## src/rtl/seq_addsub_chunked.sv

```systemverilog
// seq_addsub_chunked: chunk-serial add/subtract with registered carry ripple and full-width result.
// Optional signed-overflow flag built only when SEQ_ADDSUB_OVF_EN is defined.
module seq_addsub_chunked #(
    parameter int TOTAL_W = 48,
    parameter int CHUNK_W = 12
) (
    input  logic               clk,
    input  logic               rst_n,
    input  logic               start,
    input  logic               sub_mode,
    input  logic               chunk_valid,
    input  logic [CHUNK_W-1:0] in_a,
    input  logic [CHUNK_W-1:0] in_b,
    output logic               busy,
    output logic               result_ready,
    output logic [TOTAL_W-1:0] out_bus,
    output logic               carry_out,
    output logic               ovf
);
    localparam int NUM_CHUNKS = TOTAL_W / CHUNK_W;
    localparam int IDX_W = (NUM_CHUNKS > 1) ? $clog2(NUM_CHUNKS) : 1;
    localparam logic [IDX_W-1:0] LAST_IDX = IDX_W'(NUM_CHUNKS - 1);

    if (TOTAL_W % CHUNK_W != 0) begin : g_bad_div
        $error("TOTAL_W must be an exact multiple of CHUNK_W");
    end
    if (NUM_CHUNKS < 2) begin : g_bad_num
        $error("NUM_CHUNKS must be at least 2");
    end

    typedef enum logic [1:0] {IDLE, ACCUM, DONE} state_t;

    state_t             state_q, state_d;
    logic [IDX_W-1:0]   idx_q, idx_d;
    logic               carry_q, carry_d;
    logic               sub_q, sub_d;
    logic [TOTAL_W-1:0] work_q, work_d;
    logic [TOTAL_W-1:0] out_q, out_d;
    logic               cout_q, cout_d;
    logic [CHUNK_W-1:0] b_eff;
    logic [CHUNK_W:0]   sum;
    logic               last_beat;

    assign b_eff     = sub_q ? ~in_b : in_b;
    assign sum       = {1'b0, in_a} + {1'b0, b_eff} + (CHUNK_W + 1)'(carry_q);
    assign last_beat = (state_q == ACCUM) && chunk_valid && (idx_q == LAST_IDX);

    assign busy         = (state_q == ACCUM);
    assign result_ready = (state_q == DONE);
    assign out_bus      = out_q;
    assign carry_out    = cout_q;

    // State and datapath registers; the published result is loaded on the last-chunk edge so it is valid alongside result_ready.
    always_ff @(posedge clk or negedge rst_n) begin
        if (!rst_n) begin
            state_q <= IDLE;
            idx_q   <= '0;
            carry_q <= 1'b0;
            sub_q   <= 1'b0;
            work_q  <= '0;
            out_q   <= '0;
            cout_q  <= 1'b0;
        end else begin
            state_q <= state_d;
            idx_q   <= idx_d;
            carry_q <= carry_d;
            sub_q   <= sub_d;
            work_q  <= work_d;
            out_q   <= out_d;
            cout_q  <= cout_d;
        end
    end

    // Next-state: accept start only in IDLE, consume valid chunks in ACCUM, spend one cycle in DONE.
    always_comb begin
        state_d = state_q;
        idx_d   = idx_q;
        carry_d = carry_q;
        sub_d   = sub_q;
        work_d  = work_q;
        out_d   = out_q;
        cout_d  = cout_q;
        case (state_q)
            IDLE: begin
                if (start) begin
                    sub_d   = sub_mode;
                    carry_d = sub_mode;
                    idx_d   = '0;
                    work_d  = '0;
                    state_d = ACCUM;
                end
            end
            ACCUM: begin
                if (chunk_valid) begin
                    work_d[int'(idx_q) * CHUNK_W +: CHUNK_W] = sum[CHUNK_W-1:0];
                    carry_d = sum[CHUNK_W];
                    idx_d   = idx_q + 1'b1;
                    if (idx_q == LAST_IDX) begin
                        out_d   = work_d;
                        cout_d  = sum[CHUNK_W];
                        state_d = DONE;
                    end
                end
            end
            DONE:    state_d = IDLE;
            default: state_d = IDLE;
        endcase
    end

`ifdef SEQ_ADDSUB_OVF_EN
    logic ovf_q, ovf_d;
    logic cin_msb;

    assign cin_msb = in_a[CHUNK_W-1] ^ b_eff[CHUNK_W-1] ^ sum[CHUNK_W-1];
    assign ovf_d   = last_beat ? (cin_msb ^ sum[CHUNK_W]) : ovf_q;
    assign ovf     = ovf_q;

    // Overflow flag captured from the top chunk and held with the result.
    always_ff @(posedge clk or negedge rst_n) begin
        if (!rst_n) ovf_q <= 1'b0;
        else        ovf_q <= ovf_d;
    end
`else
    logic unused_last;
    assign unused_last = last_beat;
    assign ovf = 1'b0;
`endif
endmodule
```

## config.mk

```make
export PLATFORM = sky130hd
export DESIGN_NAME = seq_addsub_chunked
export DESIGN_NICKNAME = d
export VERILOG_FILES = /design/src/rtl/seq_addsub_chunked.sv
export SDC_FILE = /design/constraint.sdc
export NUM_CORES = 1
export LEC_CHECK = 0
export BUFFER_PORTS_ARGS = -buffer_cell sky130_fd_sc_hd__buf_2
export CAP_MARGIN = 20
export CELL_PAD_IN_SITES_DETAIL_PLACEMENT = 2
export CELL_PAD_IN_SITES_GLOBAL_PLACEMENT = 2
export CORE_AREA = 2 2 120 122
export CTS_BUF_LIST = sky130_fd_sc_hd__clkbuf_2
export CTS_CLUSTER_SIZE = 25
export DETAILED_ROUTE_END_ITERATION = 6
export DIE_AREA = 0 0 122 124
export HOLD_SLACK_MARGIN = 0.02
export PLACE_DENSITY_LB_ADDON = 0.1
export SYNTH_ARGS = -nofsm -noshare
export SYNTH_HDL_FRONTEND = slang
export SYNTH_SLANG_ARGS = --single-unit
```

## constraint.sdc

```tcl
create_clock -name clk -period 8.79 [get_ports clk]
set_input_delay 1.3185 -clock clk [delete_from_list [all_inputs] [get_ports clk]]
set_output_delay 1.3185 -clock clk [all_outputs]
set_load 0.01 [all_outputs]
```

==> qor.yml <==
finish:
  post_route_cells_drive_above_1_share_pct: 17.65
  final_design_area_no_fill_sq_mm: 0.006141
  area_added_between_synthesis_and_finish_pct: 12.85
  final_net_count: 690
  antennaDiodeCount: 0
  final-seq-area_sq_mm: 0.002577
  layoutNonFillerInstCount: 826
  multi_input_comb_area_sq_mm: 0.002651
  fill_cells: 1530
  post-route-util_pct: 44.76
hold_path:
  min_from: "state_q[1]$_DFFE_PN0P_"
  worst_hold_path.endpoint: "state_q[0]$_DFFE_PN0P_"
  hold_depth: 1
  timing.hold.worst.class: "register to register"
place:
  dp_slack_ns: 4.352
  placement.cell_area_sq_mm: 0.006006
  dp_hpwl_um: 13370
  port_buffers: 79
  place_congestion: 0.8406
  place.detailed.instances: 809
die:
  num_rows: 43
  die_height_um: 124
  ioPinCount: 81
  die_width_um: 122
  die_area_sq_mm: 0.01513
  floorplan.initialDensity_pct: 39.66
  core_region_area_sq_mm: 0.01372
cts:
  number_of_buffers_on_the_longest_clock_path: 2
  tritoncts.num_buffers: 9
  clk-insertion-delay-late_ns: 0.65
  cts_max_level: 3
  cts_tree: "yes"
  post-cts-setup-buffer-count: 0
  clk_pin_slew_worst_paths_ns: 0.30
  tritoncts_num_sinks: 103
  cts_hold_bufs: 0
  cts-root-buf: "sky130_fd_sc_hd__clkbuf_2"
  cts-resized-gates: 0
timing:
  hold_viol: 0
  max-slew-margin-rel_pct: 30.98
  period_minus_slack_ns: 3.804
  setup_viol_count_final: 0
  maxSlewViolCount: 0
  holdWs_ns: 0.5221
  max_slew.worst_pin.slew_ns: 1.028
  timing.fmax_mhz: 262.9
  unrepaired_setup_endpoints_after_global_routing: "no"
  clock-skew-final_ns: 0.02813
  setup_ws_final_ns: 4.986
  fin_tns_setup_ns: 0
  final_min_period_over_clock_period_pct: 43.28
setup_path:
  critPathRequiredTime_ns: 9.32
  worst_ep_arrival_time_ns: 4.33
  start_kind: "register"
  timing_worst_setup_path_type: "register to register"
  ff2ff_path_depth: 11
  setup.reg_to_reg.worst_slack_ns: 4.99
  r2r_start: "sub_q$_DFFE_PN0P_"
  timing.rr.end: "work_q[14]$_DFFE_PN0P_"
  worst_setup_path_end_kind: "register"
  timing.critical_path.fanout_max: 13
global_route:
  grt_first_pass_wirelength_um: 29430
  number_of_antenna_violations_at_the_first_check_in_global_routing: 0
  grt_max_degree: 55
  gr-usage-all-layers_pct: 25.59
  first_global_vias: 5361
  globalRouteOverflowTotal: 0
synthesis:
  ys_types: 64
  postSynthAreaPerCell_sq_um: 9.496
  synth_async_sr_flop_share_pct: 100.0
  synth_top_flop_cell: "sky130_fd_sc_hd__dfrtp_1"
  synth.ff_latch_count: 103
  syn-cell-area_sq_mm: 0.005441
  yosys_warnings: 0
  seq_area_frac_synth_pct: 47.37
  synth_edf_count: 0
  syn-instance-count: 573
  syn_nets: 622
run_status:
  outcome: "complete, no violations"
flow_run:
  cap_viol_max_count: 0
detailed_routing:
  ant_nets: 0
  route.vias.total: 4889
  wirelength_um: 18410
  post_drt_wl_per_cell_um: 22.29
  initialDrtViolationCount: 306
  drt_first_pass_iters: 4
  drc: 0
  drt-vias-per-instance: 5.919
power_and_ir_drop:
  p_leak_nw: 2.947
  totalPowerFinal_mw: 2.372
  power-per-cell-area_mw_per_mm2: 386.3
  vdd_drop_max_v: 0.0001745
-- state kept, by name, summed over array words and instances (netlist names) --
name       flops
carry_out      1
state_q        2
work_q        48
idx_q          2
out_bus       48
sub_q          1
carry_q        1
-- area by class of cell --
cell class / instances / share of cell area (%)
clock buffers: 9 / 0.7335
clock inverters: 7 / 1.385
inverters: 25 / 1.528
multi-input cells: 414 / 43.17
flip-flops and latches: 103 / 41.97
well taps: 180 / 3.667
repair buffers: 88 / 7.539
-- power by group --
group / total (mW) / switching (mW) / internal [mW]
Sequential: 0.700 / 0.101 / 0.599
Clock: 0.265 / 0.173 / 0.0919
Combinational: 1.41 / 0.964 / 0.443
Total: 2.37 / 1.24 / 1.13
-- kinds of logic (layout without fill, tap and decap cells) --
family | Yosys count | count (layout) | synth area share [%]
flops | 103 | 103 | 47.37
other cells | 1 | 1 | 0.06892
fa+ha+maj | 20 | 20 | 4.875
mux | 5 | 5 | 0.9887
buf+inv | 56 | 129 | 4.001
xor+xnor | 22 | 22 | 3.679
compound gates | 191 | 191 | 24.97
simple gates | 175 | 175 | 14.05
-- how the worst max path moves through the flow --
| stage | startpoint | endpoint | slack [ns] | cells after the start |
|---|---|---|---|---|
| 4_1_cts | sub_q$_DFFE_PN0P_ | work_q[14]$_DFFE_PN0P_ | 4.93 | 11 |
| 6_report | sub_q$_DFFE_PN0P_ | work_q[14]$_DFFE_PN0P_ | 4.99 | 11 |
| 3_3_place_gp | in_b[0] | work_q[14]$_DFFE_PN0P_ | 4.55 | 12 |
| 3_5_place_dp | in_b[0] | work_q[14]$_DFFE_PN0P_ | 4.35 | 12 |
| 2_1_floorplan | in_b[0] | work_q[14]$_DFFE_PN0P_ | 5.15 | 10 |
| 5_1_grt | idx_q[0]$_DFFE_PN0P_ | out_bus[24]$_DFFE_PN0P_ | 4.67 | 8 |
-- worst max-delay path: stages, from the launching register on --
cell and delay (ns):
sky130_fd_sc_hd__dfrtp_1 0.81, sky130_fd_sc_hd__xnor2_1 0.17, sky130_fd_sc_hd__fa_1 0.43, sky130_fd_sc_hd__fa_1 0.42, sky130_fd_sc_hd__nor2b_1 0.19, sky130_fd_sc_hd__o31a_1 0.18
sky130_fd_sc_hd__nand2b_4 0.15, sky130_fd_sc_hd__a41oi_2 0.14, sky130_fd_sc_hd__xnor2_1 0.16, sky130_fd_sc_hd__buf_4 0.20, sky130_fd_sc_hd__a222oi_1 0.62, sky130_fd_sc_hd__o21ai_0 0.22
-- per-layer routing --
layer / vias to the layer above / global-route usage, % / share of wire [%]
met5: - / 0 / 0
met2: 112 / 43.26 / 49
met1: 2548 / 34.22 / 46
li1: 2206 / - / -
met3: 23 / 3.800 / 3.8
met4: 0 / 7.328 / 1.4
-- cell usage in the layout, fill, tap and decap left out, types with 11 or more instances in the layout --
| master | n |
|---|---|
| sky130_fd_sc_hd__inv_1 | 24 |
| sky130_fd_sc_hd__nand2_1 | 57 |
| sky130_fd_sc_hd__o21ai_0 | 46 |
| sky130_fd_sc_hd__buf_2 | 79 |
| sky130_fd_sc_hd__a221oi_1 | 19 |
| sky130_fd_sc_hd__nor2_1 | 70 |
| sky130_fd_sc_hd__dfrtp_1 | 103 |
| sky130_fd_sc_hd__ha_1 | 18 |
| sky130_fd_sc_hd__a21oi_1 | 33 |
| sky130_fd_sc_hd__xor2_1 | 14 |
| sky130_fd_sc_hd__a22o_1 | 21 |
| sky130_fd_sc_hd__nand3_1 | 11 |
-- cell usage after synthesis, drive strengths merged, types with 2 or more instances --
library cell  number  area [sq um]
o31ai              4         30.03
a41oi              3         41.29
and2               2         12.51
nand2b             8         57.55
o311a              2         31.28
clkbuf            25         93.84
buf                6         30.03
a21o               9         67.56
dfrtp            103          2577
a22oi              4         35.03
and3               8         50.05
mux2               3         33.78
fa                 2         40.04
xor2              14         122.6
xnor2              8         77.58
nor4               3         18.77
o21ai             50         250.2
inv               24         90.09
a32o               7         70.07
a22o              21         183.9
mux2i              2         20.02
nand3             12         60.06
nor2              70         262.8
nor3               6         30.03
nand4              4         25.02
ha                18         225.2
nor2b              3         18.77
a21oi             34         173.9
a221o              2         20.02
nand2             57         214.0
o21a               2         15.01
o21bai             6         45.04
o221ai             2         17.52
a211oi             3         27.52
o211ai             4         30.03
a32oi              2         17.52
o22ai              5         31.28
a221oi            19         166.4
Power figures use the tool's default switching activity.
